<file path="src/rtl/cpu8_pkg.sv">
// Shared definitions for the 8-bit Von Neumann CPU: memory geometry and
// the program loader state encodings (4-bit, like the CPU state constants).
package cpu8_pkg;

  localparam int ADDR_W    = 16;
  localparam int DATA_W    = 8;
  localparam int MEM_DEPTH = 256;

  typedef logic [ADDR_W-1:0] addr_t;
  typedef logic [DATA_W-1:0] data_t;

  localparam logic [3:0] LD_LEN_HI = 4'd0;
  localparam logic [3:0] LD_LEN_LO = 4'd1;
  localparam logic [3:0] LD_LOAD   = 4'd2;
  localparam logic [3:0] LD_CHECK  = 4'd3;
  localparam logic [3:0] LD_DRAIN  = 4'd4;
  localparam logic [3:0] LD_RUN    = 4'd5;
  localparam logic [3:0] LD_ERROR  = 4'd6;

endpackage

</file>
<file path="src/rtl/prog_loader.sv">
// Boot loader: streams a length-prefixed image into memory (write 1 cycle after accept), then releases cpu_rst.
// in_ready is combinational from state; PROG_LOADER_CHECKSUM_EN adds a trailing checksum byte check.
module prog_loader
  import cpu8_pkg::*;
#(
  parameter logic [ADDR_W-1:0] BASE_ADDR = 16'h0000,
  parameter int                MAX_LEN   = MEM_DEPTH
)
(
  input  logic              clk,
  input  logic              rst,
  input  logic              in_valid,
  input  logic [DATA_W-1:0] in_data,
  output logic              in_ready,
  input  logic              reload,
  output logic              mem_rw,
  output logic [ADDR_W-1:0] mem_addr,
  output logic [DATA_W-1:0] mem_data,
  output logic              cpu_rst,
  output logic              done,
  output logic              error
);

  localparam addr_t MAX_LEN_W = addr_t'(MAX_LEN);
`ifdef PROG_LOADER_CHECKSUM_EN
  localparam logic [3:0] LD_AFTER_LOAD = LD_CHECK;
`else
  localparam logic [3:0] LD_AFTER_LOAD = LD_DRAIN;
`endif

  logic [3:0]        r_state;
  addr_t             r_len;
  addr_t             r_count;
  logic              r_mem_rw;
  addr_t             r_mem_addr;
  data_t             r_mem_data;
  logic              r_cpu_rst;
  logic              r_done;
  logic              r_error;
`ifdef PROG_LOADER_CHECKSUM_EN
  data_t             r_sum;
`endif

  logic              w_accept;
  addr_t             w_len_nxt;
  addr_t             w_count_nxt;
  logic              w_last;

  assign in_ready = (r_state == LD_LEN_HI) || (r_state == LD_LEN_LO) ||
                    (r_state == LD_LOAD)   || (r_state == LD_CHECK);
  assign w_accept    = in_valid && in_ready;
  assign w_len_nxt   = {r_len[15:8], in_data};
  assign w_count_nxt = r_count + 16'd1;
  assign w_last      = (w_count_nxt == r_len);

  // Status flags are registered from the state, so cpu_rst drops one cycle
  // after RUN is entered: two edges after the last accepted byte.
  always_ff @(posedge clk or posedge rst) begin
    if (rst) begin
      r_state    <= LD_LEN_HI;
      r_len      <= '0;
      r_count    <= '0;
      r_mem_rw   <= 1'b0;
      r_mem_addr <= '0;
      r_mem_data <= '0;
      r_cpu_rst  <= 1'b1;
      r_done     <= 1'b0;
      r_error    <= 1'b0;
`ifdef PROG_LOADER_CHECKSUM_EN
      r_sum      <= '0;
`endif
    end else begin
      r_mem_rw  <= 1'b0;
      r_cpu_rst <= (r_state != LD_RUN);
      r_done    <= (r_state == LD_RUN);
      r_error   <= (r_state == LD_ERROR);
      case (r_state)
        LD_LEN_HI: begin
          if (w_accept) begin
            r_len[15:8] <= in_data;
            r_state     <= LD_LEN_LO;
          end
        end
        LD_LEN_LO: begin
          if (w_accept) begin
            r_len[7:0] <= in_data;
            r_count    <= '0;
`ifdef PROG_LOADER_CHECKSUM_EN
            r_sum      <= '0;
`endif
            if (w_len_nxt > MAX_LEN_W)
              r_state <= LD_ERROR;
            else if (w_len_nxt == '0)
              r_state <= LD_AFTER_LOAD;
            else
              r_state <= LD_LOAD;
          end
        end
        LD_LOAD: begin
          if (w_accept) begin
            r_mem_rw   <= 1'b1;
            r_mem_addr <= BASE_ADDR + r_count;
            r_mem_data <= in_data;
            r_count    <= w_count_nxt;
`ifdef PROG_LOADER_CHECKSUM_EN
            r_sum      <= r_sum + in_data;
`endif
            if (w_last)
              r_state <= LD_AFTER_LOAD;
          end
        end
`ifdef PROG_LOADER_CHECKSUM_EN
        LD_CHECK: begin
          if (w_accept)
            r_state <= (in_data == r_sum) ? LD_DRAIN : LD_ERROR;
        end
`endif
        LD_DRAIN: r_state <= LD_RUN;
        LD_RUN: begin
          if (reload)
            r_state <= LD_LEN_HI;
        end
        LD_ERROR: begin
          if (reload)
            r_state <= LD_LEN_HI;
        end
        default: r_state <= LD_LEN_HI;
      endcase
    end
  end

  assign mem_rw   = r_mem_rw;
  assign mem_addr = r_mem_addr;
  assign mem_data = r_mem_data;
  assign cpu_rst  = r_cpu_rst;
  assign done     = r_done;
  assign error    = r_error;

endmodule

</file>
<file path="config.mk">
export PLATFORM = sky130hd
export DESIGN_NAME = prog_loader
export DESIGN_NICKNAME = d
export VERILOG_FILES = /design/src/rtl/cpu8_pkg.sv /design/src/rtl/prog_loader.sv
export SDC_FILE = /design/constraint.sdc
export NUM_CORES = 1
export LEC_CHECK = 0
export ABC_AREA = 1
export CAP_MARGIN = 5
export CORE_ASPECT_RATIO = 1.4
export CORE_MARGIN = 2
export CORE_UTILIZATION = 32
export CTS_BUF_LIST = sky130_fd_sc_hd__clkbuf_2
export CTS_CLUSTER_DIAMETER = 100
export DETAILED_ROUTE_END_ITERATION = 8
export SETUP_SLACK_MARGIN = 0.3
export SLEW_MARGIN = 20
export SYNTH_ARGS = -nofsm -noshare
export SYNTH_HDL_FRONTEND = slang
export SYNTH_SLANG_ARGS = --single-unit
</file>
<file path="constraint.sdc">
create_clock -name clk -period 2.6 [get_ports clk]
set_input_delay 0.52 -clock clk [delete_from_list [all_inputs] [get_ports clk]]
set_output_delay 0.52 -clock clk [all_outputs]
set_load 0.02 [all_outputs]
</file>
==> flow_summary.toml <==
[routing]
wl_per_cell_um = 13.1
antenna_violating_nets_post_route = 0
vias = 2897
route.detailed.drc = 0
first_pass_iters = 5
viasPerCell = 4.77
drt_iter0_markers = 177
routed_wl_um = 7940

[layout]
final_util_pct = 39.7
drive_gt1_share_pct = 9.13
fillCellCount = 1009
stdcell_count = 607
finalNetCount = 479
areaGrowthSynthToFinish_pct = 22.1
design_area_um2 = 3910

[setup_path]
path_buf_inv = 1
path_cells = "clkdlybuf4s50_1"
critical_path.top_delay_family = "buffers and inverters"
required_ns = 2.08
cpMaxStageDelayCell = "clkdlybuf4s50_1"
worstSetupPathType = "register to output port"
critPathArrivalTime_ns = 1.68
startpoint_type = "register"
crit_fanout = 1
critical-path-max-stage-delay_ns = 0.60
crit_path_end_kind = "output port"

[synth]
synth_top_area_share_pct = 48.5
syn_nets = 430
synth-edff-count = 0
synth.most_common_cell = "nand2_1"
synth-async-reset-ratio_pct = 100
yosys.cell_types.count = 28
postSynthCellCount = 417
synthesis.area_um2 = 3200
ys_top_cells_by_count = "nand2_1 (117), dfrtp_1 (62), inv_1 (58)"
postSynthAreaPerCell_um2 = 7.68
synthTopCellsByArea = "dfrtp_1 (48%), nand2_1 (14%), inv_1 (6.8%), o21ai_0 (6.7%), nand3_1 (6.4%)"
yosys.area.top_type = "dfrtp_1"
yosys_warnings = 0
synth_flop_cell = "dfrtp_1"
ys_ff_latch = 63
synth-seq-area-share_pct = 49.3

[floorplanning]
rows = 43
core_area_um2 = 9850
die_h_um = 122
die_area_um2 = 10800
die_w_um = 88.5
io_pins = 41
start_util_pct = 32.5

[placement]
place_congestion = 0.839
post_dp_cell_area_um2 = 3770
dp_hpwl_um = 5840
dp_cells = 587
pre_cts_slack_ns = 0.334
numPortBuffers = 40

[timing]
fin_ws_ns = 0.402
rsz0062_at_grt = "no"
tightest_slew_ns = 0.513
report.final.slew_viol_count = 0
hold_viol_final = 0
holdWs_ns = 0.194
max_slew_margin_pct = 65.8
finalSetupViolations = 0
final.period_utilization_pct = 84.5
setup_tns_ns = 0
fin_skew_ns = 0.0457
min_period_ns = 2.20
fmax_ghz = 0.455

[clock_network]
numClockSinks = 63
clk_latency_ns = 0.54
clkTransAtPathRegs_ns = 0.18
numCtsBuffers = 9
root_buffer = "clkbuf_2"
htree_levels = 3
cts_tree = "built"
clk_path_buf_depth = 2
hold_buffers = 0

[global_route]
antenna_found_initial = 0
grt_pass1_wl_um = 13200
first_global_vias = 2836
grt_max_degree = 56
grt_overflow = 0
track_usage_pct = 16.0

[min_path]
hold_path_class = "primary input to async pin"

[power]
vdd_drop_max_mv = 0.475
powerDensity_nw_per_um2 = 972
power.total_mw = 3.80
p_leak_nw = 1.80

[flow_run]
maxCapViolations = 0

[status]
outcome = "complete, no violations"
[power breakdown]
group,switching (mW),total [mW],internal (mW)
sequential,0.277,1.60,1.32
clock,0.381,0.601,0.220
combinational,0.899,1.60,0.701
total,1.56,3.80,2.24
[cell usage in the layout, fill, tap and decap left out, types with 2 or more instances in the layout]
cell / count
nand2_1: 116
dfrtp_1: 61
inv_1: 57
o21ai_0: 43
nand3_1: 41
clkdlybuf4s50_1: 39
nor2_1: 29
nand4_1: 13
clkbuf_2: 10
o22ai_1: 9
buf_4: 8
nand2_2: 6
nor2_2: 5
o21ai_1: 5
nand3b_1: 4
nor2_4: 3
inv_2: 3
clkinvlp_4: 3
o21bai_1: 2
[layout make-up]
| type | count | area, um2 | share of cell area [%] |
|---|---|---|---|
| well taps | 135 | 169 | 4.32 |
| repair buffers | 49 | 479 | 12.3 |
| multi-input cells | 283 | 1340 | 34.4 |
| flip-flops and latches | 63 | 1580 | 40.4 |
| inverters | 60 | 225 | 5.76 |
| clock inverters | 6 | 61.3 | 1.57 |
| clock buffers | 10 | 50.0 | 1.28 |
| diodes | 1 | 2.50 | 0.0640 |
[kinds of logic (layout without fill, tap and decap cells)]
family	count (synthesis)	after routing	synth area share, %
simple gates	218	218	30.2
flops	63	63	49.3
buf+inv	71	125	8.83
other cells	0	1	0
xor+xnor	2	2	0.977
fa+ha+maj	1	1	0.391
compound gates	62	62	10.3
[path summary, 6_finish.rpt]
path,startpoint,end,slack [ns],depth (start not counted)
max,cpu_rst,cpu_rst,0.40,1
max in group asynchronous,rst,cpu_rst,1.90,3
max reg2reg,r_count[0],r_state[0],0.51,16
min,rst,r_state[2],0.19,2
min in group clk,mem_addr[4],mem_addr[4],0.50,2
min reg2reg,mem_addr[4],mem_addr[4],0.50,2
[flip-flops by register name, indices dropped and copies added, names as in the netlist]
name and count:
error 1, cpu_rst 1, done 1, r_len 16, r_state 3, r_count 16
mem_rw 1, mem_data 8, mem_addr 16
[timing repair]
action,in CTS,in global routing
endpoints found under the setup margin,1,3
gates resized for setup,1,2
pin swaps,0,1
buffers inserted,0,3
[routing by layer]
metal / up-vias / global-route usage (%) / part of all wire [%] / routed length [um]
met2: 83 / 27.2 / 51 / 4060
met4: 0 / 8.05 / 1.9 / 148
met3: 12 / 3.63 / 4.7 / 374
met1: 1355 / 18.6 / 42 / 3360
met5: - / 0 / 0 / 0
li1: 1447 / - / - / -
No activity file was read; power rests on OpenSTA's default activity.
==> edit 1 (same settings) <==
Build with the macro `PROG_LOADER_CHECKSUM_EN` defined.
--- a/src/rtl/prog_loader.sv
+++ b/src/rtl/prog_loader.sv
@@ -2,2 +2,4 @@
 // in_ready is combinational from state; PROG_LOADER_CHECKSUM_EN adds a trailing checksum byte check.
+`define PROG_LOADER_CHECKSUM_EN
+
 module prog_loader
Check against the original RTL: not equivalent (Yosys sat finds a counterexample within 4 cycles, from zero or initial values and one cycle with rst high).
==> edit 1 against the original RTL <==
Utilization fell by 0.92 points. Non-clock buffer count fell by 3. Maximum frequency rose by 1.0%. Worst hold slack improved by 0.18 ns. Clock power rose by 4.5%. Area after synthesis rose by 19%. Setup slack improved by 0.022 ns. Sequential cell count rose by 8. Power rose by 25%. Clock skew fell by 0.0091 ns. Wire length rose by 20%. Cell area rose by 16%.
==> edit 1: results (changes against the original RTL) <==
| Metric | Value |
|---|---|
| VDD IR-drop max | 0.000577 V (+21%) |
| Number of global-route vias before repair | 3175 (+12%) |
| TritonRoute pass-1 iters | 4 (-1) |
| Status | finished, final reports clean |
| Fmax | 460 MHz (+1.0%) |
| Hold_ws | 0.378 ns (+0.183 ns) |
| Crit path launch | cpu_rst |
| Avg Cell Area, Syn | 7.83 µm² (+2.0%) |
| Reg2Reg Capture Point | r_state[1] |
| Initial antenna violation count | 1 (+1) |
| P_leak | 0.00213 µW (+18%) |
| Largest net degree at the start of global routing | 72 (+29%) |
| Internal | 2640 µW (+17%) |
| # nets final | 556 (+16%) |
| Layout cell share with drive strength beyond 1 | 9.63% (+0.50 points) |
| Crit path DAT | 1.66 ns (-0.02 ns) |
| Sequential share of the synthesized area | 46.7% (-2.6 points) |
| Dpl hpwl | 7010 µm (+20%) |
| Post-synth top area share | 46.0% (-2.4 points) |
| Clk slew on worst S/H paths | 0.21 ns (+0.03 ns) |
| Placed Instances | 671 (+14%) |
| Global-route wire length before repair | 15700 µm (+19%) |
| Reg2reg path depth | 14 (-2) |
| Core ar. | 11700 µm² (+19%) |
| Final Skew | 0.0367 ns (-0.00906 ns) |
| Vias/cell | 4.78 (+0.16%) |
| GRT Util Overall | 16.2% (+0.20 points) |
| Placement Cell Area | 4430 µm² (+17%) |
| Syn. warnings | 0 (unchanged) |
| Rel. slew slack | 61.4% (-4.5 points) |
| Drt initial violations | 127 (-28%) |
| WL final | 9530 µm (+20%) |
| Distinct cells, synth | 36 (+29%) |
[edit 1: routing by layer]
layer	global-route usage, %	up-vias	share of wire (%)
li1	-	1693	-
met1	20.3	1526	44
met2	26.4	53	51
met3	3.70	17	3.3
met4	6.75	0	2.3
met5	0	-	0
[edit 1: area by class of cell]
class / instances / area [µm²]
fillers: 1198 / 7160
flip-flops and latches: 71 / 1780
multi-input cells: 347 / 1770
repair buffers: 46 / 469
inverters: 60 / 229
well taps: 147 / 184
clock buffers: 11 / 55.1
clock inverters: 5 / 48.8
diodes: 1 / 2.50
[edit 1: logic make-up after synthesis]
logic type                 synth area share [%]
xor gates and xnor gates                  0.460
AOI/OAI and AO/OA                          10.9
DFF                                        46.7
buffers and inverters                      6.84
and+or+nand+nor                            31.9
adders and majority gates                  3.16
[edit 1: power groups by stage]
stage                     Clock (µW)  Combinational (µW)  Sequential [µW]
after floorplan                    0                1380             2000
after global placement             0                2180             1930
after detailed placement           0                2210             1940
after CTS                        649                2210             1920
after global routing             686                2500             1990
final                            628                2190             1920
==> edit 2 (config.mk and constraints unchanged) <==
Made on the original files. Reset style: synchronous (`rst`), changed in one clocked block.
--- a/src/rtl/prog_loader.sv
+++ b/src/rtl/prog_loader.sv
@@ -57,3 +57,3 @@
   // after RUN is entered: two edges after the last accepted byte.
-  always_ff @(posedge clk or posedge rst) begin
+  always_ff @(posedge clk) begin
     if (rst) begin
Behaviour: differs if rst is asserted again (counterexample within 4 cycles, from zero or initial values and one cycle with rst high); with rst held inactive, the same outputs for 10 cycles.
==> edit 2 against the original RTL <==
Area after synthesis is 8.8% lower. Non-clock buffer count is 3 lower. Cell area is 6.9% lower. Sequential cell count stayed put. Via count is 0.48% lower. Count of clock-buffer cells in the layout is 2 higher. Power is 18% lower. Sequential share of layout area is 5.5 points lower. Critical path depth is 1 higher. Setup slack worse by 0.0022 ns. Highest routed layer unchanged. First-iteration DRC count is 12% lower. Final cell count is 2.1% lower. Wire length is 1.2% higher. Global-route usage is 1.2 points higher.
==> edit 2: results (changes against the original RTL) <==
| Metric | Value |
|---|---|
| Status | finished, final reports clean |
| Tmin final | 2.20 ns (+0.00220 ns) |
| Placement Setup Slack | 0.257 ns (-0.0769 ns) |
| Placed Instances | 577 (-1.7%) |
| Layout cell share with drive strength beyond 1 | 7.41% (-1.7 points) |
| Reg2reg path depth | 15 (-1) |
| Crit-path max cell delay | 0.64 ns (+0.04 ns) |
| Worst-Margin Slew | 0.506 ns (-0.00687 ns) |
| # nets final | 494 (+3.1%) |
| Clock Latency Late Sink | 0.51 ns (-0.03 ns) |
| Crit path launch | r_state[2] |
| CTS root buf | clkbuf_2 |
| Via count | 2883 (-0.48%) |
| Post-synth net total | 450 (+4.7%) |
| Crit-path max FO | 5 (+4) |
| Worst path depth | 2 (+1) |
| Hold path cells | 2 |
| TritonCTS Buffers | 9 (unchanged) |
| CP Capture Point | in_ready |
| Top cells by area, synth | dfxtp_1 (43%), nand2_1 (14%), a21oi_1 (7.7%) |
| GRT Util Overall | 17.2% (+1.2 points) |
| VDD IR-drop max | 0.000387 V (-19%) |
| Drt initial violations | 156 (-12%) |
| Sequential share of the synthesized area | 43.2% (-6.1 points) |
| I/O Buffers | 40 (unchanged) |
| Tightest Hold Check Type | reg2reg |
| Number of global-route vias before repair | 2774 (-2.2%) |
| Final Skew | 0.0245 ns (-0.0212 ns) |
| Cells after synthesis | 437 (+4.8%) |
| Global-route wire length before repair | 13200 µm (about the same) |
| RD Place Congestion | 0.830 (-1.0%) |
| Reg2Reg Capture Point | r_state[1] |
| Synth async-reset ratio | 0% (-100 points) |
| Synth Flop Type | dfxtp_1 |
| Dpl hpwl | 5970 µm (+2.3%) |
| Post-Layout Cell Count | 594 (-2.1%) |
| Most frequent cells after synthesis | nand2_1 (109), dfxtp_1 (63), nor2_1 (57) |
| RR Startpoint | r_count[1] |
-- edit 2: worst reg2reg max path, stage by stage (launching register included) --
cell and delay (ns):
dfxtp_4 0.41, ha_2 0.20, nand3_2 0.13, nor2_2 0.24, nand3_1 0.13, nand2_1 0.10
nand3_1 0.06, nand2_1 0.06, nand2_1 0.05, nor2_1 0.14, nand3_1 0.11, nand2_2 0.08
nand2_2 0.08, nand2_1 0.07, nand2_1 0.04, nor2_1 0.08
-- edit 2: worst min-delay path by stage --
stage / to / from / slack, ns
floorplan: r_len[6] / r_len[6] / 0.44
global placement: r_len[2] / r_len[2] / 0.45
detailed placement: r_len[3] / r_len[3] / 0.46
CTS: r_len[3] / r_len[3] / 0.48
global route: r_len[6] / r_len[6] / 0.51
finish: r_len[3] / r_len[3] / 0.48
-- edit 2: timing repair --
action	in CTS	in global routing
setup endpoints to repair	0	3
gates resized for setup	0	9
buffers inserted	0	0
hold endpoints to repair	0	0
-- edit 2: where the power goes --
group	switching, µW	total [µW]	internal [µW]
Combinational	671	1080	406
Clock	356	781	425
Sequential	108	1260	1150
-- edit 2: layer usage --
metal	GRT usage, %	part of all wire (%)	vias up
li1	-	-	1514
met4	7.30	1.7	0
met3	3.86	4.7	10
met5	0	0	-
met1	19.1	42	1297
met2	31.7	52	62
-- edit 2: final cells by class --
cell class	count	area, µm²
antenna	1	2.50
fill	991	5290
clock buffer	12	60.1
clock inverter	4	93.8
timing repair buffer	46	458
inverter	45	169
multi-input combinational	316	1450
tap	107	134
sequential	63	1270
-- edit 2: through the flow --
| step | power, µW | instance area [µm²] |
|---|---|---|
| after floorplan | 1960 | 2920 |
| after global placement | 2350 | 3460 |
| after detailed placement | 2360 | 3460 |
| after CTS | 3150 | 3620 |
| after global routing | 3340 | 3640 |
| final | 3120 | 3640 |
-- edit 2: logic make-up (layout without fill, tap and decap cells) --
group                    after synthesis  after routing  share of synthesized area (%)
adder cells (fa/ha/maj)                1              1                          0.429
buffers and inverters                 58            107                           7.72
XOR/XNOR                               2              2                           1.07
AND/OR/NAND/NOR                      221            221                           31.6
other                                  0              1                              0
flip-flops                            63             63                           43.2
AO/OA/AOI/OAI                         92             92                           15.9
